<file path="config.mk">
export PLATFORM = sky130hd
export DESIGN_NAME = muldiv_unit
export DESIGN_NICKNAME = d
export VERILOG_FILES = /design/src/rtl/muldiv_unit.sv
export SDC_FILE = /design/constraint.sdc
export NUM_CORES = 1
export LEC_CHECK = 0
export CAP_MARGIN = 30
export CORE_MARGIN = 2
export CORE_UTILIZATION = 25
export DETAILED_ROUTE_END_ITERATION = 12
export PLACE_DENSITY = 0.49
export SLEW_MARGIN = 5
export SYNTH_ARGS = -nofsm -noshare
export SYNTH_HDL_FRONTEND = slang
export SYNTH_SLANG_ARGS = --single-unit
</file>
<file path="constraint.sdc">
create_clock -name clk -period 4.57 [get_ports clk]
set_input_delay 0.6855 -clock clk [delete_from_list [all_inputs] [get_ports clk]]
set_output_delay 0.6855 -clock clk [all_outputs]
set_load 0.005 [all_outputs]
</file>
<file path="src/rtl/muldiv_unit.sv">
// muldiv_unit
// ---------------------------------------------------------------------------
// Iterative RV32M multiply/divide unit for the execute stage. One operand bit
// is processed per clock, so every operation takes the same 33 cycles from
// acceptance to the done pulse. The outputs have the same shape as the
// register bank write port, so they can drive it directly.
//
// Ports:
//   clk     in   1  rising-edge clock
//   rst_n   in   1  synchronous active-low reset
//   start   in   1  request, only honoured while idle
//   funct3  in   3  M-extension operation select
//   op_a    in  32  rs1 value
//   op_b    in  32  rs2 value
//   rd_in   in   5  destination register index
//   busy    out  1  unit is working; the issuing stage must stall
//   done    out  1  one-cycle pulse, result/rd_out valid
//   result  out 32  write-back data (wd3)
//   rd_out  out  5  write-back index (a3)
//   we      out  1  write enable (we3), suppressed for x0
// ---------------------------------------------------------------------------
module muldiv_unit (
  input  logic        clk,
  input  logic        rst_n,
  input  logic        start,
  input  logic [2:0]  funct3,
  input  logic [31:0] op_a,
  input  logic [31:0] op_b,
  input  logic [4:0]  rd_in,
  output logic        busy,
  output logic        done,
  output logic [31:0] result,
  output logic [4:0]  rd_out,
  output logic        we
);

  typedef enum logic [1:0] {
    IDLE = 2'd0,
    CALC = 2'd1,
    FIX  = 2'd2,
    DONE = 2'd3
  } state_t;

  state_t      state_q, state_d;
  logic [5:0]  cnt_q, cnt_d;
  logic [2:0]  f3_q, f3_d;
  logic [31:0] opa_q, opa_d;
  logic [31:0] opb_q, opb_d;
  logic [4:0]  rd_q, rd_d;
  logic        signa_q, signa_d;
  logic        signb_q, signb_d;
  logic [31:0] amag_q, amag_d;
  logic [31:0] bmag_q, bmag_d;
  logic [63:0] acc_q, acc_d;
  logic        busy_q, busy_d;
  logic        done_q, done_d;
  logic        we_q, we_d;
  logic [31:0] result_q, result_d;
  logic [4:0]  rdout_q, rdout_d;

  // Operand signedness of the incoming request.
  logic        inASigned, inBSigned;
  logic        inANeg, inBNeg;
  logic [31:0] inAMag, inBMag;

  assign inASigned = (funct3 != 3'b011) && (funct3 != 3'b101) && (funct3 != 3'b111);
  assign inBSigned = inASigned && (funct3 != 3'b010);
  assign inANeg    = inASigned & op_a[31];
  assign inBNeg    = inBSigned & op_b[31];
  assign inAMag    = inANeg ? (~op_a + 32'd1) : op_a;
  assign inBMag    = inBNeg ? (~op_b + 32'd1) : op_b;

  // Multiply step: acc holds {partial product high, remaining multiplier}.
  // The multiplicand is added into the upper half when the current
  // multiplier bit is set, then the whole register shifts right by one.
  logic [32:0] mulSum;
  logic [63:0] mulNext;

  assign mulSum  = {1'b0, acc_q[63:32]} + (acc_q[0] ? {1'b0, amag_q} : 33'd0);
  assign mulNext = {mulSum, acc_q[31:1]};

  // Restoring divide step: acc holds {partial remainder, dividend/quotient}.
  // The next dividend bit shifts into the remainder; if the divisor fits it
  // is subtracted and a 1 shifts into the quotient end.
  logic [32:0] divTrial, divDiff;
  logic        divFits;
  logic [63:0] divNext;

  assign divTrial = {acc_q[63:32], acc_q[31]};
  assign divDiff  = divTrial - {1'b0, bmag_q};
  assign divFits  = (divTrial >= {1'b0, bmag_q});
  assign divNext  = {(divFits ? divDiff[31:0] : divTrial[31:0]), acc_q[30:0], divFits};

  // Sign correction and result selection, consumed in FIX.
  logic [63:0] prodFix;
  logic [31:0] quotFix, remFix;
  logic        divByZero, divOverflow;
  logic [31:0] fixResult;

  assign prodFix     = (signa_q ^ signb_q) ? (~acc_q + 64'd1) : acc_q;
  assign quotFix     = (signa_q ^ signb_q) ? (~acc_q[31:0] + 32'd1) : acc_q[31:0];
  assign remFix      = signa_q ? (~acc_q[63:32] + 32'd1) : acc_q[63:32];
  assign divByZero   = (opb_q == 32'd0);
  assign divOverflow = (opa_q == 32'h8000_0000) && (opb_q == 32'hFFFF_FFFF);

  // Divide-by-zero and signed overflow bypass the iterated result; the
  // iteration still runs so the latency stays fixed.
  always_comb begin
    fixResult = 32'd0;
    case (f3_q)
      3'b000:  fixResult = prodFix[31:0];
      3'b001,
      3'b010,
      3'b011:  fixResult = prodFix[63:32];
      3'b100:  fixResult = divByZero ? 32'hFFFF_FFFF :
                           divOverflow ? 32'h8000_0000 : quotFix;
      3'b101:  fixResult = divByZero ? 32'hFFFF_FFFF : quotFix;
      3'b110:  fixResult = divByZero ? opa_q :
                           divOverflow ? 32'd0 : remFix;
      default: fixResult = divByZero ? opa_q : remFix;
    endcase
  end

  // Next-state and datapath logic. Everything holds by default; each state
  // only overrides what it changes.
  always_comb begin
    state_d  = state_q;
    cnt_d    = cnt_q;
    f3_d     = f3_q;
    opa_d    = opa_q;
    opb_d    = opb_q;
    rd_d     = rd_q;
    signa_d  = signa_q;
    signb_d  = signb_q;
    amag_d   = amag_q;
    bmag_d   = bmag_q;
    acc_d    = acc_q;
    done_d   = 1'b0;
    we_d     = 1'b0;
    result_d = result_q;
    rdout_d  = rdout_q;

    case (state_q)
      IDLE: begin
        if (start) begin
          f3_d    = funct3;
          opa_d   = op_a;
          opb_d   = op_b;
          rd_d    = rd_in;
          signa_d = inANeg;
          signb_d = inBNeg;
          amag_d  = inAMag;
          bmag_d  = inBMag;
          acc_d   = funct3[2] ? {32'd0, inAMag} : {32'd0, inBMag};
          cnt_d   = 6'd0;
          state_d = CALC;
        end
      end

      CALC: begin
        acc_d = f3_q[2] ? divNext : mulNext;
        cnt_d = cnt_q + 6'd1;
        if (cnt_q == 6'd31) begin
          state_d = FIX;
        end
      end

      FIX: begin
        result_d = fixResult;
        rdout_d  = rd_q;
        done_d   = 1'b1;
        we_d     = (rd_q != 5'd0);
        state_d  = DONE;
      end

      DONE: begin
        state_d = IDLE;
      end

      default: begin
        state_d = IDLE;
      end
    endcase

    busy_d = (state_d != IDLE);
  end

  // State and datapath registers; reset wins over any request on the same edge.
  always_ff @(posedge clk) begin
    if (!rst_n) begin
      state_q  <= IDLE;
      cnt_q    <= 6'd0;
      f3_q     <= 3'd0;
      opa_q    <= 32'd0;
      opb_q    <= 32'd0;
      rd_q     <= 5'd0;
      signa_q  <= 1'b0;
      signb_q  <= 1'b0;
      amag_q   <= 32'd0;
      bmag_q   <= 32'd0;
      acc_q    <= 64'd0;
      busy_q   <= 1'b0;
      done_q   <= 1'b0;
      we_q     <= 1'b0;
      result_q <= 32'd0;
      rdout_q  <= 5'd0;
    end else begin
      state_q  <= state_d;
      cnt_q    <= cnt_d;
      f3_q     <= f3_d;
      opa_q    <= opa_d;
      opb_q    <= opb_d;
      rd_q     <= rd_d;
      signa_q  <= signa_d;
      signb_q  <= signb_d;
      amag_q   <= amag_d;
      bmag_q   <= bmag_d;
      acc_q    <= acc_d;
      busy_q   <= busy_d;
      done_q   <= done_d;
      we_q     <= we_d;
      result_q <= result_d;
      rdout_q  <= rdout_d;
    end
  end

  assign busy   = busy_q;
  assign done   = done_q;
  assign we     = we_q;
  assign result = result_q;
  assign rd_out = rdout_q;

endmodule

</file>
## After elaboration in Yosys (flattened, before gate mapping)

Index checks and enable logic that the tools add are counted.

| storage, ports and cells | value |
|---|---|
| register bits after elaboration | 250 |
| input port bits | 75 |

| operators by class | value |
|---|---|
| $add $sub $neg | 8 |
| order comparisons | 1 |
| equality and inequality tests | 17 |
| muxes and demuxes | 24 |
| bitwise gates (word level) | 8 |
| reductions and logical operators | 14 |

Operator list:

| kind | number |
|---|---|
| $mux W32 | 13 |
| $mux W64 | 3 |
| $pmux W32 S5 | 1 |
| $add A32 B1 Y32 const B | 4 |
| $not A32 Y32 | 4 |
| $pmux W64 S2 | 1 |
| $add A64 B1 Y64 const B | 1 |
| $eq A32 B32 Y1 const B | 2 |
| $not A64 Y64 | 1 |
| $add A32 B32 Y33 | 1 |
| $ge A33 B32 Y1 | 1 |
| $logic_not A32 Y1 | 1 |
| $sub A32 B32 Y32 | 1 |
| $pmux W6 S2 | 1 |
| $eq A3 B3 Y1 const B | 3 |
| $pmux W2 S4 | 1 |
| $add A6 B1 Y6 const B | 1 |
| $eq A3 B2 Y1 const B | 2 |
| $eq A6 B5 Y1 const B | 1 |
| $mux W6 | 1 |
| $ne A3 B2 Y1 const B | 2 |
| $ne A3 B3 Y1 const B | 2 |
| $reduce_and A2 Y1 | 3 |
| $reduce_bool A5 Y1 | 1 |
| 13 further kinds | 20 |

## Longest topological paths before layout

| logic depth | value |
|---|---|
| depth after elaboration | 9 |
| gate-level depth with buffers | 15 |
| depth with buffers taken out | 13 |

## Least setup slack after synthesis

Ideal clock, no wire load.

| path | value |
|---|---|
| kind | register to register |
| start point | register acc_q[0] |
| end point | register acc_q[49] |
| setup time | 0.133 ns |
| arrival time | 3.028 ns |
| data required time | 4.437 ns |
| path slack | 1.408 ns |
| cell stages (with the launch flop) | 16 |
| buffers on the path | 2 |
| clock period less this slack | 3.162 ns |
| path through | dfxtp_1 -> clkbuf_1 -> clkbuf_1 -> and2_1 -> ha_1 -> inv_1 -> fa_1 -> nor2b_1 -> o211ai_1 -> a211oi_1 -> nor2_1 -> o21ai_0 -> a31o_2 -> a31oi_1 -> xor2_1 -> o221ai_1 |

| on the way | value |
|---|---|
| word-level cells in the longest chain between the ends | 4 |

RTL lines:

| what | RTL line | RTL |
|---|---|---|
| from (decl) | 54 | `logic [63:0] acc_q, acc_d;` |
| from (signal assigned) | 201 | `acc_q <= 64'd0;` |
| from (signal assigned) | 218 | `acc_q <= acc_d;` |
| $mux W32 | 79 | `assign mulSum = {1'b0, acc_q[63:32]} + (acc_q[0] ? {1'b0, amag_q} : 33'd0);` |
| $add A32 B32 Y33 | 79 |  |
| $mux W64 | 161 | `acc_d = f3_q[2] ? divNext : mulNext;` |
| $pmux W64 S2 | 143 | `case (state_q)` |

Every way passes these cells.
A chain may end at the register's enable or synchronous reset.

## Final worst setup path

| path | value |
|---|---|
| start point | register bmag_q[4] |
| end point | register acc_q[0] |

| on the way | value |
|---|---|
| word-level cells in the longest chain between the ends | 3 |

RTL lines:

| what | RTL line | RTL |
|---|---|---|
| from (decl) | 53 | `logic [31:0] bmag_q, bmag_d;` |
| from (signal assigned) | 217 | `bmag_q <= bmag_d;` |
| $ge A33 B32 Y1 | 91 | `assign divFits = (divTrial >= {1'b0, bmag_q});` |
| $mux W64 | 161 |  |
| $pmux W64 S2 | 143 |  |

Every way passes these cells.

==> impl_metrics.tcl <==
set metrics [dict create \
    stdcell_count 3407 \
    synth-edff-count 0 \
    grt_pass1_vias 17500 \
    ys_warn_count 0 \
    cts_resized 0 \
    track_usage_pct 20.8 \
    rrSetupSlack_ps 740 \
    cts_tree "built" \
    slowest_delay_ps 530 \
    final_cell_area_mm2 0.0215 \
    async_reset_ff_share_pct 0 \
    cts_made_buffers 34 \
    cp.arrival_ps 4310 \
    final_cell_mix "nand2_1 (358), dfxtp_1 (247), o21ai_0 (181)" \
    synth_cells 2399 \
    grt.overflow.total 0 \
    clkSinkCount 248 \
    crit_family "compound AO/OA/AOI/OAI gates" \
    netSwitchingPower_mw 2.47 \
    yosysSeqAreaShare_pct 27.3 \
    maxCapViolCount 0 \
    ys.flop_type "dfxtp_1" \
    initial_utilization_pct 25.3 \
    finalWirelength_mm 79.8 \
    path_buf_inv 2 \
    fmax_ghz 0.261 \
    p_sw_share_pct 34.9 \
    worst-path-max-fanout 7 \
    layout_commonest_cell "nand2_1" \
    p_comb_share_pct 26.0 \
    gp_congestion 0.992 \
    setup_violations 0 \
    pin_count 115 \
    hold_path_startpoint "rd_out[3]$_SDFFE_PN0P_" \
    critPathCaptureType "register" \
    power.leakage_nw 8.78 \
    crit_path_start "bmag_q[4]$_SDFFE_PN0P_" \
    postPlaceCellArea_mm2 0.0204 \
    antenna_found_initial 2 \
    fin_crit_sh_pct 83.7 \
    p_clk_share_pct 38.4 \
    hpwl_mm 61.4 \
    place_inst 3345 \
    synth_area_mm2 0.0182 \
    drt_iter0_drc 2028 \
    die_h_um 274 \
    via_count 18500 \
    n_fill_cell 7792 \
    h-tree-depth 2 \
    rsz0062_at_grt "no" \
    path_clk_slew_ps 60 \
    post_cts_buffers 0 \
    worstPathRequired_ps 5050 \
    core_area_mm2 0.0717 \
    clock_path_buffers 3 \
    start_kind "register" \
    wl_per_cell_um 23.4 \
    p_per_area_mw_per_mm2 329 \
    die-area_mm2 0.0749 \
    hold_class "register to register" \
    nets 2577 \
    crit_type "register to register" \
    row_count 98 \
    hold_viol 0 \
    drc 0 \
    total_power_mw 7.07 \
    status "finished clean" \
    synth.net_count 2545 \
    seqPwrFrac_pct 35.5 \
    tightest_slew_ps 1030 \
    r2r-start "bmag_q[4]$_SDFFE_PN0P_" \
    grt_pass1_wl_mm 117 \
    finalSetupTns_ps 0 \
    skew_ps 25.9 \
    fin_hold_ws_ps 466 \
    slowest_stage "a211oi_2" \
    grt_start_max_net_pins 181 \
    crit_chain "inv_1 > ha_1 > o211ai_1 > a21oi_1 > a21oi_1 > o31a_1 > o31a_1 > a211oi_2 > nor2_1 > buf_4 > a211oi_1 > o221a_2" \
    drive_gt1_share_pct 7.05 \
    die_width_um 274 \
    area_growth_pct 18.3 \
    port-buffer-count 114 \
    power.internal_mw 4.60 \
    peakVddDrop_mv 0.240 \
    ys_ff_latch 248 \
    avgSynthCellArea_um2 7.58 \
    viasPerCell 5.43 \
    cts_hold_buf 0 \
    slew_headroom_pct 31.2 \
    finalCriticalPeriod_ps 3830 \
    drtAntennaViolNets 0 \
    root_buffer "clkbuf_16" \
    worstSkewPairLatency_ps 560 \
    firstDrtPassIters 6 \
    slew_viol_final 0 \
    yosysUniqueCellTypes 85 \
]
## kinds of logic after synthesis
kind of cell / synth area share, %
and+or+nand+nor: 21.0
AOI/OAI and AO/OA: 28.1
DFF: 27.3
buffers and inverters: 5.15
xor gates and xnor gates: 9.87
adders and majority gates: 4.97
muxes: 3.56
## stage by stage
stage | utilization, % | worst slack, ps
2_1_floorplan | - | 1410
6_report | 30.0 | 744
3_3_place_gp | 28.4 | 699
3_5_place_dp | 28.4 | 717
5_1_grt | 30.0 | 604
4_1_cts | 30.0 | 933
## sequential cells by signal, indices dropped and copies added (netlist names)
| signal | flops |
|---|---|
| acc_q | 64 |
| amag_q | 31 |
| bmag_q | 31 |
| busy | 1 |
| cnt_q | 6 |
| done | 1 |
| f3_q | 3 |
| opa_q | 32 |
| opb_q | 32 |
| rd_out | 5 |
| rd_q | 5 |
| result | 32 |
| signa_q | 1 |
| signb_q | 1 |
| state_q | 2 |
| we | 1 |
## area by class of cell
| class | count | area [um^2] | area share, % |
|---|---|---|---|
| Clock inverter | 16 | 153 | 0.709 |
| Tap cell | 950 | 1190 | 5.52 |
| Clock buffer | 44 | 960 | 4.46 |
| Sequential cell | 248 | 4970 | 23.1 |
| Inverter | 60 | 225 | 1.05 |
| Antenna cell | 2 | 5.00 | 0.0233 |
| Timing Repair Buffer | 177 | 1680 | 7.81 |
| Multi-Input combinational cell | 1910 | 12300 | 57.3 |
## power by group through the flow
stage	clock network, mW	registers (mW)	logic [mW]
6_report	2.72	2.51	1.84
3_5_place_dp	0	2.55	1.80
4_1_cts	2.76	2.51	1.81
5_1_grt	2.85	2.52	1.99
3_3_place_gp	0	2.55	1.79
2_1_floorplan	0	2.44	1.22
## tightest hold or removal path: cells and delay by family, from the launching register on
family | cells | cell delay [ps]
AND/OR/NAND/NOR | 1 | 50
flip-flops | 1 | 310
AO/OA/AOI/OAI | 1 | 60
## worst paths after layout
kind / endpoint / depth (start not counted)
min: rd_out[3]$_SDFFE_PN0P_ / 2
max reg2reg: acc_q[0]$_SDFFE_PN0P_ / 12
max: acc_q[0]$_SDFFE_PN0P_ / 12
min reg2reg: rd_out[3]$_SDFFE_PN0P_ / 2
## synth_stat cells, drive strengths merged (6+ instances only)
cell,n,area [um^2]
or2,10,62.6
o21bai,6,45.0
a31oi,25,156
xor2,108,946
nand2,361,1370
o211ai,27,203
mux2i,59,591
o21ai,186,935
a211oi,32,250
and2,47,294
o21a,7,52.6
o31ai,32,240
nor2,174,661
nand4,21,146
buf,12,72.6
o22ai,6,37.5
xnor2,97,850
nand3,26,130
a22oi,16,120
nor3,31,165
inv,60,225
a21oi,169,846
or4,15,120
o211a,70,701
dfxtp,248,4960
o221ai,20,175
a21boi,88,661
clkbuf,169,638
o41ai,12,124
and3,18,113
nand2b,17,106
nor2b,14,87.6
nor4,36,244
a21o,23,173
or3,14,92.6
ha,69,863
## layer usage
metal | share of wire, % | GRT usage (%) | vias to the layer above | wire (um)
met5 | 0.034 | 0 | - | 27
met4 | 4.4 | 8.37 | 4 | 3520
met3 | 7.2 | 3.71 | 132 | 5750
met2 | 43 | 32.1 | 809 | 34600
met1 | 45 | 28.5 | 8900 | 35900
li1 | - | - | 8646 | -
(Power assumes the default switching activity.)
